<file path="src/rtl/spi_xfer_seq.sv">
// spi_xfer_seq: buffered SPI byte-transfer sequencer for a shared flash/MCU bus and a TF bus.
// Bytes are read from and written back to an external buffer, SPI mode 0, MSB first.
module spi_xfer_seq #(
   parameter int LEN_W = 9,
   parameter int DIV_W = 4
) (
   input  logic             FastClk,
   input  logic             nReset,
   input  logic             Start,
   input  logic             Abort,
   input  logic [1:0]       Dev,
   input  logic [1:0]       Mode,
   input  logic [LEN_W-1:0] Len,
   input  logic [DIV_W-1:0] ClkDiv,
   output logic             Busy,
   output logic             Done,
   output logic [LEN_W-1:0] BufAddr,
   input  logic [7:0]       BufRData,
   output logic [7:0]       BufWData,
   output logic             BufWE,
   output logic             SPIClk,
   output logic             SPIDo,
   input  logic             SPIDi,
   output logic             TFClk,
   output logic             TFDo,
   input  logic             TFDi,
   output logic             nFlashSel,
   output logic             nMCUSel,
   output logic             nTFSel
);

   localparam logic [2:0] S_IDLE   = 3'd0;
   localparam logic [2:0] S_LOAD   = 3'd1;
   localparam logic [2:0] S_SHIFT  = 3'd2;
   localparam logic [2:0] S_STORE  = 3'd3;
   localparam logic [2:0] S_FINISH = 3'd4;

   localparam logic [1:0] DEV_FLASH = 2'd0;
   localparam logic [1:0] DEV_MCU   = 2'd1;
   localparam logic [1:0] DEV_TF    = 2'd2;
   localparam logic [1:0] MODE_TX   = 2'd1;
   localparam logic [1:0] MODE_RX   = 2'd2;

   logic [2:0]       r_state;
   logic [2:0]       w_next;
   logic [1:0]       r_dev;
   logic [1:0]       r_mode;
   logic [LEN_W-1:0] r_len;
   logic [LEN_W-1:0] r_idx;
   logic [DIV_W-1:0] r_div;
   logic [DIV_W-1:0] r_cnt;
   logic             r_phase;
   logic [2:0]       r_bit;
   logic [7:0]       r_sh;
   logic             r_rxb;

   logic w_start;
   logic w_busy;
   logic w_cnt_zero;
   logic w_last_bit;
   logic w_last_byte;
   logic w_di;
   logic w_sclk;
   logic w_do;
   logic w_tf;

   assign w_start     = (r_state == S_IDLE) & Start & ~Abort & (Dev != 2'd3) & (Mode != 2'd3);
   assign w_busy      = (r_state == S_LOAD) | (r_state == S_SHIFT) | (r_state == S_STORE);
   assign w_cnt_zero  = (r_cnt == '0);
   assign w_last_bit  = r_phase & w_cnt_zero & (r_bit == 3'd7);
   assign w_last_byte = (r_idx == r_len);
   assign w_tf        = (r_dev == DEV_TF);
   assign w_di        = w_tf ? TFDi : SPIDi;
   assign w_sclk      = (r_state == S_SHIFT) & r_phase;
   assign w_do        = (r_state == S_SHIFT) ? r_sh[7] : 1'b1;

   always_comb begin
      w_next = r_state;
      unique case (r_state)
         S_IDLE:   if (w_start) w_next = S_LOAD;
         S_LOAD:   w_next = Abort ? S_IDLE : S_SHIFT;
         S_SHIFT: begin
            if (Abort)           w_next = S_IDLE;
            else if (w_last_bit) w_next = S_STORE;
         end
         S_STORE: begin
            if (Abort)            w_next = S_IDLE;
            else if (w_last_byte) w_next = S_FINISH;
            else                  w_next = S_LOAD;
         end
         S_FINISH: w_next = S_IDLE;
         default:  w_next = S_IDLE;
      endcase
   end

   always_ff @(posedge FastClk or negedge nReset) begin
      if (!nReset) begin
         r_state <= S_IDLE;
         r_dev   <= '0;
         r_mode  <= '0;
         r_len   <= '0;
         r_div   <= '0;
         r_idx   <= '0;
         r_cnt   <= '0;
         r_phase <= 1'b0;
         r_bit   <= '0;
         r_sh    <= '0;
         r_rxb   <= 1'b0;
      end else begin
         r_state <= w_next;
         if (w_start) begin
            r_dev  <= Dev;
            r_mode <= Mode;
            r_len  <= Len;
            r_div  <= ClkDiv;
            r_idx  <= '0;
         end
         if (r_state == S_LOAD) begin
            r_sh    <= (r_mode == MODE_RX) ? 8'hFF : BufRData;
            r_cnt   <= r_div;
            r_phase <= 1'b0;
            r_bit   <= '0;
         end
         // Di is captured on the rising SPI edge, shifted in on the falling edge
         // so Do only changes while the clock is going low.
         if (r_state == S_SHIFT) begin
            if (w_cnt_zero) begin
               r_cnt   <= r_div;
               r_phase <= ~r_phase;
               if (!r_phase) begin
                  r_rxb <= w_di;
               end else begin
                  r_sh  <= {r_sh[6:0], r_rxb};
                  r_bit <= r_bit + 3'd1;
               end
            end else begin
               r_cnt <= r_cnt - 1'b1;
            end
         end
         if ((r_state == S_STORE) && (w_next == S_LOAD)) r_idx <= r_idx + 1'b1;
      end
   end

   assign Busy      = w_busy;
   assign Done      = (r_state == S_FINISH);
   assign BufAddr   = r_idx;
   assign BufWData  = r_sh;
   assign BufWE     = (r_state == S_STORE) & (r_mode != MODE_TX) & ~Abort;

   assign SPIClk    = w_sclk & ~w_tf;
   assign SPIDo     = w_tf ? 1'b1 : w_do;
   assign TFClk     = w_sclk & w_tf;
   assign TFDo      = w_tf ? w_do : 1'b1;

   assign nFlashSel = ~(w_busy & (r_dev == DEV_FLASH));
   assign nMCUSel   = ~(w_busy & (r_dev == DEV_MCU));
   assign nTFSel    = ~(w_busy & w_tf);

endmodule
</file>
<file path="config.mk">
export PLATFORM = sky130hd
export DESIGN_NAME = spi_xfer_seq
export DESIGN_NICKNAME = d
export VERILOG_FILES = /design/src/rtl/spi_xfer_seq.sv
export SDC_FILE = /design/constraint.sdc
export NUM_CORES = 1
export LEC_CHECK = 0
export BUFFER_PORTS_ARGS = -buffer_cell sky130_fd_sc_hd__buf_2
export CAP_MARGIN = 20
export CORE_ASPECT_RATIO = 1.75
export CORE_MARGIN = 4
export CORE_UTILIZATION = 55
export DETAILED_ROUTE_END_ITERATION = 10
export PLACE_DENSITY = 0.92
export REMOVE_ABC_BUFFERS = 1
export SLEW_MARGIN = 20
export SYNTH_ARGS = -nofsm -noshare
export SYNTH_HDL_FRONTEND = slang
export SYNTH_SLANG_ARGS = --single-unit
</file>
<file path="constraint.sdc">
create_clock -name FastClk -period 3.4 [get_ports FastClk]
set_input_delay 0.68 -clock FastClk [delete_from_list [all_inputs] [get_ports FastClk]]
set_output_delay 0.68 -clock FastClk [all_outputs]
set_load 0.01 [all_outputs]
</file>
==> impl_metrics.env, run 1 <==
export IMPL_numCtsBuffers=5
export IMPL_synth_avg_cell_area_um2=8.91
export IMPL_worst_pin_slew_ns=0.625
export IMPL_die_w_um=57.3
export IMPL_async_flop_share=1.00
export IMPL_cts_setup_buffers=0
export IMPL_drt_total_wl_mm=5.36
export IMPL_synth_seq_area_share=0.491
export IMPL_grt_usage=0.215
export IMPL_cts_tree="built"
export IMPL_regArea_um2=1150
export IMPL_synth_edf_count=0
export IMPL_grt_start_max_net_pins=47
export IMPL_layout_commonest_cell="nand2_1"
export IMPL_portBuffers=57
export IMPL_yosys_warnings=0
export IMPL_grt_overflow=0
export IMPL_drt_iter0_drc=76
export IMPL_crit_required_ns=2.72
export IMPL_synth_top_cell_by_area="dfrtp_1"
export IMPL_powerDensity_nw_per_um2=531
export IMPL_die_area_um2=5410
export IMPL_hp_class="input pin to asynchronous set/reset pin"
export IMPL_synth_top_area_frac=0.491
export IMPL_fp_dieH_um=94.4
export IMPL_sw_frac_of_total=0.337
export IMPL_critPathKind="flip-flop to output pin"
export IMPL_synth_area_top_cells="dfrtp_1, nand2_1, xor2_1"
export IMPL_comb_power_share=0.263
export IMPL_rows=31
export IMPL_cts_buffer_depth=2
export IMPL_clk_latency_ns=0.29
export IMPL_report_final_slew_viol_count=0
export IMPL_avgViaCountPerCell=5.61
export IMPL_hold_viol_final=0
export IMPL_grt_pass1_wl_mm=9.10
export IMPL_syn_to_final_growth_pct=17.8
export IMPL_setup_worst_path_end_class="output pin"
export IMPL_vias=2077
export IMPL_power_leakage_nw=1.44
export IMPL_post_cts_resized=0
export IMPL_drcViolationCount=0
export IMPL_fin_nets=357
export IMPL_fillCellCount=352
export IMPL_max_stage_delay_ns=0.52
export IMPL_synth_area_um2=2340
export IMPL_status="complete, no violations"
export IMPL_power_frac_seq=0.525
export IMPL_core_um2=4110
export IMPL_grt_pass1_vias=2021
export IMPL_cts_root_buf="clkbuf_8"
export IMPL_cellInternalPower_mw=0.972
export IMPL_diodes=0
export IMPL_cpLargestDelayFamily="simple AND/OR/NAND/NOR gates"
export IMPL_finalPower_mw=1.47
export IMPL_crit_chain="or3b_1 > or3_1 > buf_2"
export IMPL_placed_cells=363
export IMPL_p_switching_mw=0.495
export IMPL_fin_cells=370
export IMPL_dp_hpwl_mm=4.05
export IMPL_fin_crit_sh=0.727
export IMPL_cp_num_buf_inv=1
export IMPL_wl_per_cell_um=14.5
export IMPL_ys_ff_latch=46
export IMPL_multi_input_area_um2=1140
export IMPL_relSlewSlack=0.581
export IMPL_drive_gt1_frac=0.227
export IMPL_synth_cells=263
export IMPL_ios=58
export IMPL_arrival_ns=1.79
export IMPL_maxCapViolCount=0
export IMPL_ant_nets=0
export IMPL_cts_sinks=46
export IMPL_path_clk_slew_ns=0.08
export IMPL_start_util=0.570
export IMPL_clkPwrFrac=0.211
export IMPL_rsz0062_at_grt="false"
export IMPL_synth_cell_type_count=40
export IMPL_synth_ff_type="dfrtp_1"
export IMPL_layout_common_cells="nand2_1, buf_2, dfrtp_1, nor2_1"
export IMPL_cts_max_level=2
export IMPL_irDropWorstVdd_mv=0.371
export IMPL_antenna_found_initial=0
export IMPL_finish_utilization=0.671
export IMPL_max_freq_mhz=405
export IMPL_skew_ns=0.00742
export IMPL_hold_buffers=0
export IMPL_cp_slowest_cell="or3b_1"
export IMPL_routabilityCongestion=0.883
export IMPL_dr_pass1_iters=4
export IMPL_cp_start_kind="flip-flop"
export IMPL_crit_fanout=9
export IMPL_finalSetupTns_ns=0
export IMPL_setup_viol=0
export IMPL_period_minus_slack_ns=2.47
-- through the flow --
stage               hold slack [ns]  instance area, um^2  worst slack, ns
CTS                           0.486                 2750            0.936
global placement              0.465                 2670             1.27
finish                        0.372                 2760            0.929
detailed placement            0.464                 2670             1.25
global route                  0.417                 2760            0.841
floorplan                     0.384                 2300            0.922
-- path summary, 6_finish.rpt --
path,from,endpoint,slack (ns),depth (start not counted)
max in group asynchronous,nReset,r_bit[1],2.64,1
hold / removal,nReset,r_cnt[1],0.37,1
setup reg to reg,BufAddr[0],BufAddr[6],1.52,5
setup / recovery,r_state[2],TFDo,0.93,3
min in group FastClk,r_div[1],r_div[1],0.48,2
hold reg to reg,r_div[1],r_div[1],0.48,2
-- Yosys cell counts (3+ instances only) --
master	number
a221o_1	4
or3_1	11
nand2_1	78
nand2b_1	3
inv_1	5
xor2_1	10
and3_1	5
nand3_1	8
buf_2	4
dfrtp_1	46
nor2_1	19
o21ai_0	11
nor3b_1	3
ha_1	5
clkbuf_1	4
a21oi_1	4
o21ai_1	11
a21o_1	3
-- per-layer routing --
layer,wire length (um),vias up,global-route usage
met2,2830,65,0.375
met5,0,-,0
met1,2090,991,0.251
li1,-,1007,-
met3,309,14,0.0328
met4,133,0,0.104
-- kinds of logic (layout without fill, tap and decap cells) --
group | count (synthesis) | in the layout | share of synthesized area
compound gates | 42 | 42 | 0.119
fa+ha+maj | 5 | 5 | 0.0267
mux | 2 | 2 | 0.00854
xor+xnor | 11 | 11 | 0.0411
simple gates | 143 | 143 | 0.289
buf+inv | 14 | 72 | 0.0246
flops | 46 | 46 | 0.491
-- worst register-to-register path, cell delays in order (launching register included) --
cell and delay, ns:
dfrtp_1 0.47, xor2_1 0.22, nor4_4 0.38, a31oi_4 0.21, and3_1 0.22, a221o_1 0.26
-- power groups by stage --
stage          registers, mW  logic [mW]  clock network (mW)
2_1_floorplan          0.775       0.241                   0
3_3_place_gp           0.775       0.370                   0
3_5_place_dp           0.781       0.390                   0
4_1_cts                0.770       0.392               0.318
5_1_grt                0.788       0.440               0.345
6_report               0.771       0.386               0.310
-- layout make-up --
class                   count  share of cell area
clock buffers               5              0.0249
flip-flops and latches     46               0.417
repair buffers             60               0.112
inverters                   5             0.00680
well taps                  49              0.0222
multi-input cells         203               0.413
clock inverters             2             0.00363
-- state kept, by name (all words and copies together) (netlist names) --
name,count
r_phase,1
r_bit,3
r_dev,2
r_len,9
BufWData,8
r_state,3
r_rxb,1
r_cnt,4
r_div,4
BufAddr,9
r_mode,2
No activity file was read; power rests on OpenSTA's default activity.
==> run 2, diff against run 1 <==
- CORE_UTILIZATION: 55 -> 53
- PLACE_DENSITY: 0.92 -> 0.89
- clock period: 3.4 -> 2.5 ns (I/O delays scaled with it)
==> impl_metrics.env, run 2 (same netlist as run 1, synthesis figures left out) <==
export IMPL_drive_gt1_frac=0.231
export IMPL_skew_ns=0.00566
export IMPL_fin_nets=360
export IMPL_cp_start_kind="flip-flop"
export IMPL_fin_crit_sh=0.914
export IMPL_report_final_slew_viol_count=0
export IMPL_cts_tree="built"
export IMPL_grt_usage=0.225
export IMPL_cts_setup_buffers=0
export IMPL_path_clk_slew_ns=0.08
export IMPL_hp_class="input pin to asynchronous set/reset pin"
export IMPL_powerDensity_nw_per_um2=763
export IMPL_numCtsBuffers=5
export IMPL_critPathKind="flip-flop to output pin"
export IMPL_rsz0062_at_grt="false"
export IMPL_dr_pass1_iters=5
export IMPL_setup_worst_path_end_class="output pin"
export IMPL_avgViaCountPerCell=5.55
export IMPL_layout_common_cells="nand2_1, buf_2, dfrtp_1, nor2_1"
export IMPL_die_area_um2=5590
export IMPL_finalSetupTns_ns=0
export IMPL_finish_utilization=0.671
export IMPL_drt_total_wl_mm=5.65
export IMPL_grt_start_max_net_pins=23
export IMPL_antenna_found_initial=0
export IMPL_layout_commonest_cell="nand2_1"
export IMPL_dp_hpwl_mm=4.34
export IMPL_fillCellCount=370
export IMPL_arrival_ns=1.78
export IMPL_grt_pass1_vias=2081
export IMPL_maxCapViolCount=0
export IMPL_grt_pass1_wl_mm=9.66
export IMPL_cts_max_level=2
export IMPL_power_leakage_nw=1.46
export IMPL_worst_pin_slew_ns=0.558
export IMPL_die_w_um=58.3
export IMPL_crit_fanout=9
export IMPL_max_freq_mhz=438
export IMPL_place_ws_ns=0.535
export IMPL_status="complete, no violations"
export IMPL_relSlewSlack=0.627
export IMPL_clk_latency_ns=0.30
export IMPL_postPlaceCellArea_um2=2700
export IMPL_hold_buffers=0
export IMPL_finalPower_mw=2.14
export IMPL_diodes=0
export IMPL_drcViolationCount=0
export IMPL_vias=2072
export IMPL_syn_to_final_growth_pct=19.9
export IMPL_final_cell_area_um2=2810
export IMPL_ant_nets=0
export IMPL_ios=58
export IMPL_fp_dieH_um=96.0
export IMPL_rows=31
export IMPL_grt_overflow=0
export IMPL_cts_root_buf="clkbuf_8"
export IMPL_post_cts_resized=0
export IMPL_cts_buffer_depth=2
export IMPL_portBuffers=57
export IMPL_hold_viol_final=0
export IMPL_core_um2=4190
export IMPL_wl_per_cell_um=15.1
export IMPL_period_minus_slack_ns=2.28
export IMPL_crit_required_ns=2.00
export IMPL_irDropWorstVdd_mv=0.624
export IMPL_cts_sinks=46
export IMPL_routabilityCongestion=0.825
export IMPL_setup_viol=0
export IMPL_start_util=0.559
export IMPL_drt_iter0_drc=120
export IMPL_setup_ws_ns=0.216
==> run 2: path summary, 6_finish.rpt <==
path / cells past startpoint / slack [ns] / end / start
max: 3 / 0.22 / TFDo / r_state[0]
max in group asynchronous: 2 / 1.82 / r_len[7] / nReset
max reg2reg: 5 / 0.61 / BufAddr[6] / BufAddr[3]
min in group FastClk: 2 / 0.37 / r_state[1] / Abort
min reg2reg: 2 / 0.50 / r_div[2] / r_div[2]
min: 1 / 0.09 / BufWData[5] / nReset
==> run 2: through the flow <==
stage               hold WS [ns]  std cells
floorplan                  0.204        254
global placement           0.411        366
detailed placement         0.413        366
CTS                       0.0898        373
global route              0.0911        373
finish                    0.0861        373
==> run 2: area by class of cell <==
cell class	instances	area, um^2	share of cell area
multi-input cells	203	1130	0.404
repair buffers	63	330	0.118
clock inverters	1	30.0	0.0107
flip-flops and latches	46	1150	0.410
well taps	49	61.3	0.0218
inverters	5	18.8	0.00668
clock buffers	6	82.6	0.0294
==> run 2: power by group <==
part | leakage (nW) | switching [mW] | total [mW] | internal (mW)
Sequential | 0.577 | 0.141 | 1.05 | 0.911
Combinational | 0.825 | 0.306 | 0.531 | 0.225
Clock | 0.0573 | 0.240 | 0.560 | 0.320
Total | 1.46 | 0.688 | 2.14 | 1.46
==> run 2: worst max-delay path, stage by stage (launching register included) <==
cell and delay (ns):
dfrtp_1 0.44, or3b_1 0.53, or3_1 0.38, buf_2 0.14
==> run 2: per-layer routing <==
layer  vias to the layer above  GRT usage  routed length, um
li1                       1018          -                  -
met1                       975      0.259               2070
met2                        72      0.419               3150
met3                         7     0.0336                344
met4                         0     0.0696                 82
met5                         -          0                  0
